File: config.mk
export PLATFORM = sky130hd
export DESIGN_NAME = hpi_access_sequencer
export DESIGN_NICKNAME = d
export VERILOG_FILES = /design/src/rtl/hpi_access_sequencer.sv
export SDC_FILE = /design/constraint.sdc
export NUM_CORES = 1
export LEC_CHECK = 0
export CAP_MARGIN = 30
export CORE_ASPECT_RATIO = 1.25
export CORE_MARGIN = 2
export CORE_UTILIZATION = 45
export CTS_BUF_LIST = sky130_fd_sc_hd__clkbuf_2
export DETAILED_ROUTE_END_ITERATION = 7
export DONT_BUFFER_PORTS = 1
export HOLD_SLACK_MARGIN = 0.06
export PLACE_DENSITY = 0.62
export SLEW_MARGIN = 15
export SYNTH_ARGS = -nofsm -noshare
export SYNTH_HDL_FRONTEND = slang
export SYNTH_SLANG_ARGS = --single-unit
export TNS_END_PERCENT = 5
File: constraint.sdc
create_clock -name clk -period 2.5 [get_ports clk]
set_clock_uncertainty 0.05 [all_clocks]
set_input_delay 0.5 -clock clk [delete_from_list [all_inputs] [get_ports clk]]
set_output_delay 0.5 -clock clk [all_outputs]
set_load 0.01 [all_outputs]
File: src/rtl/hpi_access_sequencer.sv
// Two-port arbiter that turns accepted requests into timed CY7C67200 HPI
// read/write cycles, and sequences the chip reset pulse.
module hpi_access_sequencer #(
    parameter int STROBE_CYCLES   = 4,
    parameter int RECOVERY_CYCLES = 2,
    parameter int RESET_CYCLES    = 16
) (
    input  logic        clk,
    input  logic        reset,
    input  logic        req0_valid,
    input  logic        req0_write,
    input  logic [1:0]  req0_addr,
    input  logic [15:0] req0_wdata,
    output logic        req0_ack,
    output logic        req0_rvalid,
    output logic [15:0] req0_rdata,
    input  logic        req1_valid,
    input  logic        req1_write,
    input  logic [1:0]  req1_addr,
    input  logic [15:0] req1_wdata,
    output logic        req1_ack,
    output logic        req1_rvalid,
    output logic [15:0] req1_rdata,
    input  logic        sw_reset,
    output logic        busy,
    output logic [1:0]  hpi_addr,
    output logic        hpi_cs_n,
    output logic        hpi_r_n,
    output logic        hpi_w_n,
    output logic [15:0] hpi_dout,
    output logic        hpi_dout_en,
    input  logic [15:0] hpi_din,
    output logic        hpi_reset_n
);
    typedef enum logic [2:0] {RST_HOLD, IDLE, SETUP, STROBE, HOLD, RECOVER} state_t;

    state_t      state, state_n, after_cycle;
    logic [7:0]  cnt, cnt_n;
    logic        last_grant, sw_pend, start, grant1;
    logic        cur_port, cur_write;
    logic        sel_write;
    logic [1:0]  sel_addr;
    logic [15:0] sel_wdata;
    logic        in_cyc, wr_cyc, rd_done;

    always_comb begin
        // last_grant = 1 means port 1 won last, so port 0 wins a tie
        grant1      = req1_valid && (!req0_valid || !last_grant);
        sel_write   = grant1 ? req1_write : req0_write;
        sel_addr    = grant1 ? req1_addr  : req0_addr;
        sel_wdata   = grant1 ? req1_wdata : req0_wdata;
        after_cycle = (RECOVERY_CYCLES == 0) ? IDLE : RECOVER;
        start       = 1'b0;
        state_n     = state;
        cnt_n       = cnt;
        case (state)
            RST_HOLD: begin
                if (cnt == 8'(RESET_CYCLES - 1)) begin
                    state_n = after_cycle;
                    cnt_n   = '0;
                end else begin
                    cnt_n = cnt + 8'd1;
                end
            end
            IDLE: begin
                if (sw_pend || sw_reset) begin
                    state_n = RST_HOLD;
                    cnt_n   = '0;
                end else if (req0_valid || req1_valid) begin
                    start   = 1'b1;
                    state_n = SETUP;
                end
            end
            SETUP: begin
                state_n = STROBE;
                cnt_n   = '0;
            end
            STROBE: begin
                if (cnt == 8'(STROBE_CYCLES - 1)) state_n = HOLD;
                else                              cnt_n   = cnt + 8'd1;
            end
            HOLD: begin
                state_n = after_cycle;
                cnt_n   = '0;
            end
            RECOVER: begin
                if (cnt == 8'(RECOVERY_CYCLES - 1)) state_n = IDLE;
                else                                cnt_n   = cnt + 8'd1;
            end
            default: begin
                state_n = RST_HOLD;
                cnt_n   = '0;
            end
        endcase
        in_cyc  = state_n inside {SETUP, STROBE, HOLD};
        wr_cyc  = start ? sel_write : cur_write;
        rd_done = (state == STROBE) && (state_n == HOLD) && !cur_write;
    end

    // Outputs are registered from the next state so they line up with it.
    always_ff @(posedge clk) begin
        if (reset) begin
            state       <= RST_HOLD;
            cnt         <= '0;
            last_grant  <= 1'b1;
            sw_pend     <= 1'b0;
            cur_port    <= 1'b0;
            cur_write   <= 1'b0;
            busy        <= 1'b1;
            hpi_reset_n <= 1'b0;
            hpi_cs_n    <= 1'b1;
            hpi_r_n     <= 1'b1;
            hpi_w_n     <= 1'b1;
            hpi_addr    <= '0;
            hpi_dout    <= '0;
            hpi_dout_en <= 1'b0;
            req0_ack    <= 1'b0;
            req1_ack    <= 1'b0;
            req0_rvalid <= 1'b0;
            req1_rvalid <= 1'b0;
            req0_rdata  <= '0;
            req1_rdata  <= '0;
        end else begin
            state   <= state_n;
            cnt     <= cnt_n;
            sw_pend <= (sw_pend || sw_reset) && (state_n != RST_HOLD);
            if (start) begin
                last_grant <= grant1;
                cur_port   <= grant1;
                cur_write  <= sel_write;
                hpi_addr   <= sel_addr;
                if (sel_write) hpi_dout <= sel_wdata;
            end
            busy        <= (state_n != IDLE);
            hpi_reset_n <= (state_n != RST_HOLD);
            hpi_cs_n    <= !in_cyc;
            hpi_r_n     <= !((state_n == STROBE) && !cur_write);
            hpi_w_n     <= !((state_n == STROBE) && cur_write);
            hpi_dout_en <= in_cyc && wr_cyc;
            req0_ack    <= start && !grant1;
            req1_ack    <= start && grant1;
            req0_rvalid <= rd_done && !cur_port;
            req1_rvalid <= rd_done && cur_port;
            if (rd_done && !cur_port) req0_rdata <= hpi_din;
            if (rd_done && cur_port)  req1_rdata <= hpi_din;
        end
    end
endmodule

Word level (Yosys, flattened, before mapping) --
Index checks and enable logic that the tools add are counted.
Storage, ports and cells: register bits 75, output and inout bits 60
Cells by class: add/sub/neg operators 1, equal/unequal tests 15, reductions and logical operators 27, multiplexer cells 18
Operators by type and width (number):
- $mux W8 | 4
- $pmux W8 S4 | 1
- $pmux W3 S6 | 1
- $mux W16 | 1
- $mux W3 | 5
- $eq A3 B2 Y1 const B | 4
- $logic_and A1 B1 Y1 | 11
- $eq A3 B3 Y1 const B | 3
- $add A8 B1 Y8 const B | 1
- $eq A8 B1 Y1 const B | 1
- $eq A8 B2 Y1 const B | 1
- $eq A8 B4 Y1 const B | 1
- $logic_not A1 Y1 | 8
- $ne A2 B2 Y1 const B | 3
- $reduce_bool A3 Y1 | 2
- $mux W1 | 5
- $eq A3 B1 Y1 const B | 1
- $logic_not A3 Y1 | 1
- $logic_or A1 B1 Y1 | 3
- $ne A3 B1 Y1 const B | 1
- $reduce_and A3 Y1 | 1
- $mux W2 | 1
- $reduce_and A2 Y1 | 1

Logic depth before layout (Yosys ltp) --
word-level depth 8, depth in mapped cells 6, mapped depth without buffers 6

Least setup slack after synthesis --
OpenSTA, ideal clock, no wires.
kind input port to flip-flop, start point input req1_valid, end point register hpi_dout[10], slack 0.448 ns, data arrival time 1.868 ns, stages on the path 6, cell sequence a21boi_1 -> mux2i_1 -> and2_1 -> clkbuf_1 -> buf_2 -> a211oi_1
Between the ends: longest elaborated chain between the ends 5, elaborated cells between the ends (all ways) 8
RTL lines:
- start, declared | RTL line 17 | input logic req1_valid,
- $logic_or A1 B1 Y1 | RTL line 69 | end else if (req0_valid || req1_valid) begin
- $mux W1 | RTL line 69
- $mux W1 | RTL line 66 | if (sw_pend || sw_reset) begin
- $mux W1 | RTL line 56 | case (state)
- $reduce_and A2 Y1 (no line)
- end signal, assigned | RTL line 132 | if (sel_write) hpi_dout <= sel_wdata;
- end, declared | RTL line 30 | output logic [15:0] hpi_dout,
Several ways; a longest one is shown, not always the timed one. A chain may end at the register's enable or synchronous reset.

Worst setup path after layout --
start point register cnt[5], end point register req0_rdata[8]
Between the ends: longest elaborated chain between the ends 7, elaborated cells between the ends (all ways) 11
RTL lines:
- start, declared | RTL line 38 | logic [7:0] cnt, cnt_n;
- start signal, assigned | RTL line 125 | cnt <= cnt_n;
- $eq A8 B1 Y1, or another cell as far along | RTL line 87 | if (cnt == 8'(RECOVERY_CYCLES - 1)) state_n = IDLE;
- $mux W3, on equally long branches | RTL line 87, 58, 79
- $pmux W3 S6 (*) | RTL line 56
- $eq A3 B3 Y1 (*) | RTL line 97 | rd_done = (state == STROBE) && (state_n == HOLD) && !cur_write;
- $logic_and A1 B1 Y1 (*) (2 in series) | RTL line 97
- $logic_and A1 B1 Y1 (*) | RTL line 144 | if (rd_done && !cur_port) req0_rdata <= hpi_din;
- end signal, assigned | RTL line 144
- end, declared | RTL line 16 | output logic [15:0] req0_rdata,
Every way passes the cells marked *; elsewhere a longest branch is shown, timed or not.

==> metrics.md <==
| Metric | Value |
|---|---|
| Clock-pin slew on the worst setup and hold paths | 0.21 ns |
| Die Span X | between 80 and 90 um |
| WHS Path Cells | 2 |
| Clk pwr share | between 30% and 40% |
| Period minus WS final | 2.04 ns |
| Switch Pwr | ~0.48 mW |
| CP Capture Type | flip-flop |
| Clock tree buffer depth | 2 |
| Count leader, synth | dfxtp_1 |
| CP Data Arrival Time | 2.37 ns |
| Vias in the first global route | around 2400 |
| Post-synth top cells | 75 x dfxtp_1, 51 x mux2i_1, 51 x nand2b_1, 27 x a21oi_1, 21 x a211oi_1 |
| PD cells | 536 nW/um^2 |
| Setup TNS | 0 ns |
| Final hold violations | 0 |
| RSZ-0062 raised after global routing | no |
| Yosys cell types | 52 |
| Reg power frac | 60.8% |
| Top_reg_cell synth | dfxtp_1 |
| Max Clock Freq | 490 MHz |
| CP required | between 2 and 3 ns |
| Dpl cell area | 3460 sq um |
| DP Wirelength | a little under 5000 um |
| Worst slew pin tran | approximately 0.60 ns |
| Ranking of synthesized cells by area | dfxtp_1 44%, mux2i_1 15%, nand2b_1 9.4%, a211oi_1 4.6%, a21oi_1 4.0% |
| Comb pwr share | between 5 and 6% |
| Remaining Overflow, GRT | 0 |
| PostCTS Resize Cnt | 0 |
| Register area share after synthesis | between 40 and 50% |
| Status | complete, no violations |
| Max Cap Viol | 0 |
| Antenna violations before repair | 0 |
| H-tree levels | 3 |
| Core area | 7360 sq um |
| Clk_lat worst skew | 0.51 ns |
| I/O Pins | ~120 |
| Final period utilization | just over 80% |
| Syn nets | between 400 and 500 |
| Tot Pwr | roughly 2.0 mW |
| Nets | ~410 |
| Final WS setup | around 0.46 ns |
| Crit Path Class | reg2reg |
| Drt wl/cell | 16.0 um |
| # rows | 35 |
| First-pass iteration count of the detailed router | 4 |
| Startpoint Class | flip-flop |
| Area leader, netlist | dfxtp_1 |
| Pre-CTS setup slack | around 0.46 ns |
| Yosys top cell area share | roughly 44% |
| CTS Root Cell | clkbuf_2 |
| VDD IR-drop max | around 0.31 mV |
| Die area | between 8000 and 9000 sq um |
| Final WL | ~7000 um |
| P_int | approximately 1.5 mW |
| Vias/cell | 5.58 |
| Leakage power | approximately 1.3 nW |
| Yosys warnings | 0 |
| ANT cells | 0 |
| Max-Slew Margin vs Limit | approximately 60% |
| Post-Syn Area | 3410 sq um |
| Switching part of the total power | 24.3% |
| Setup violators final | 0 |
| Synth Instances | 347 |
| P&R area growth vs syn | 8.73% |
| Asr flop ratio synth | 0% |
| Initial cell density of the core | ~46% |
| Largest net degree at the start of global routing | 50 |
| Number of flops mapped to enable cells by yosys | 0 |
| DRC viols | 0 |
| Clock sink count | 75 |
| Ratio of cells with drive above 1 in the final layout | 9.50% |
| Slew Viols, Final | 0 |
| RePlAce Congestion | about 0.75 |
| 1st-iter DRT viols | 58 |
| Design area | 3710 sq um |
| Routed via count | between 2000 and 3000 |
| Worst R2R Path Depth | 4 |
| HP Class | in2reg |
| CTS Buf Count | 9 |
| Crit Path Max Fanout | 15 |
| Util after Layout | ~50% |
| Die height | around 100 um |
| Syn_area_per_cell | around 9.8 sq um |
| Final ANT Viol Nets | 0 |
| Seq cells post-synth | between 70 and 80 |
| Tot GR Track Use | around 17% |
| CTS tree | done |
| # port buffers | 0 |
| First-pass GRT wire length | approximately 11000 um |
area by class of cell:
class	instances	area, sq um
clock buffers	11	55.1
fillers	692	3650
multi-input cells	244	1770
repair buffers	19	183
flip-flops and latches	75	1500
inverters	4	15.0
well taps	92	115
clock inverters	5	63.8
cell usage in the layout, fill, tap and decap left out, drive strengths merged, types with 2 or more instances in the layout:
master | synthesis | final
a211o | 2 | 2
a211oi | 21 | 21
a21o | 3 | 3
a21oi | 27 | 27
a22oi | 2 | 2
a32o | 2 | 2
and2 | 3 | 3
and3b | 3 | 3
buf | 8 | 8
clkbuf | 16 | 11
clkinv | 0 | 3
dfxtp | 75 | 75
dlygate4sd3 | 0 | 11
ha | 2 | 2
inv | 4 | 4
mux2i | 51 | 51
nand2 | 13 | 13
nand2b | 51 | 51
nand3 | 6 | 6
nor2 | 12 | 12
nor2b | 2 | 2
nor3 | 3 | 3
nor3b | 4 | 4
nor4 | 2 | 2
o211ai | 4 | 4
o21ai | 5 | 5
o22ai | 3 | 3
o31ai | 3 | 3
or3 | 2 | 2
or4 | 2 | 2
cell families (layout without fill, tap and decap cells):
logic type	Yosys count	count (layout)	synth area share, %
compound gates	79	79	15.3
xor+xnor	1	1	0.257
fa+ha+maj	2	2	0.734
buf+inv	28	39	4.04
flops	75	75	44.0
mux	51	51	15.0
simple gates	111	111	20.7
worst paths after layout:
kind	startpoint	to	slack (ns)
max	cnt[5]$_SDFFE_PP0P_	req0_rdata[8]$_SDFFE_PP0P_	0.46
min	hpi_din[11]	req1_rdata[11]$_SDFFE_PP0P_	0.11
max reg2reg	cnt[5]$_SDFFE_PP0P_	req0_rdata[8]$_SDFFE_PP0P_	0.46
min reg2reg	sw_pend$_SDFF_PP0_	sw_pend$_SDFF_PP0_	0.47
what timing repair did:
item	in CTS	in global routing
hold buffers	5	7
endpoints found under the hold margin	45	11
setup endpoints to repair	0	0
setup buffers	0	0
registers in the layout, summed over array words and instances, names as in the netlist:
register     flops
req0_rdata      16
sw_pend          1
req1_rdata      16
state            3
cur_write        1
req1_rvalid      1
hpi_dout_en      1
hpi_r_n          1
hpi_cs_n         1
busy             1
hpi_dout        16
req1_ack         1
req0_ack         1
hpi_addr         2
hpi_w_n          1
req0_rvalid      1
last_grant       1
cnt              8
hpi_reset_n      1
cur_port         1
stage by stage:
step	cells	hold WS, ns
detailed placement	422	0.451
finish	450	0.106
floorplan	347	0.400
global route	450	0.0662
CTS	443	0.0603
global placement	422	0.433
metal layers:
| metal | vias up | track usage (%) | part of all wire [%] |
|---|---|---|---|
| met5 | - | 0 | 0 |
| met4 | 0 | 8.33 | 2.0 |
| met3 | 12 | 5.44 | 8.0 |
| met2 | 90 | 27.3 | 47 |
| met1 | 1151 | 20.9 | 43 |
| li1 | 1256 | - | - |
power groups by stage:
stage | logic [mW] | registers (mW) | clock network (mW)
4_1_cts | 0.101 | 1.21 | 0.697
6_report | 0.111 | 1.21 | 0.669
5_1_grt | 0.122 | 1.21 | 0.742
2_1_floorplan | 0.0830 | 1.23 | 0
3_5_place_dp | 0.0813 | 1.23 | 0
3_3_place_gp | 0.0808 | 1.23 | 0
critical path, stage by stage (launching register included):
cell,delay (ns)
dfxtp_1,0.41
nor4_4,0.52
nand3_4,0.17
or4_4,0.61
mux2i_1,0.17
(Power assumes the default switching activity.)
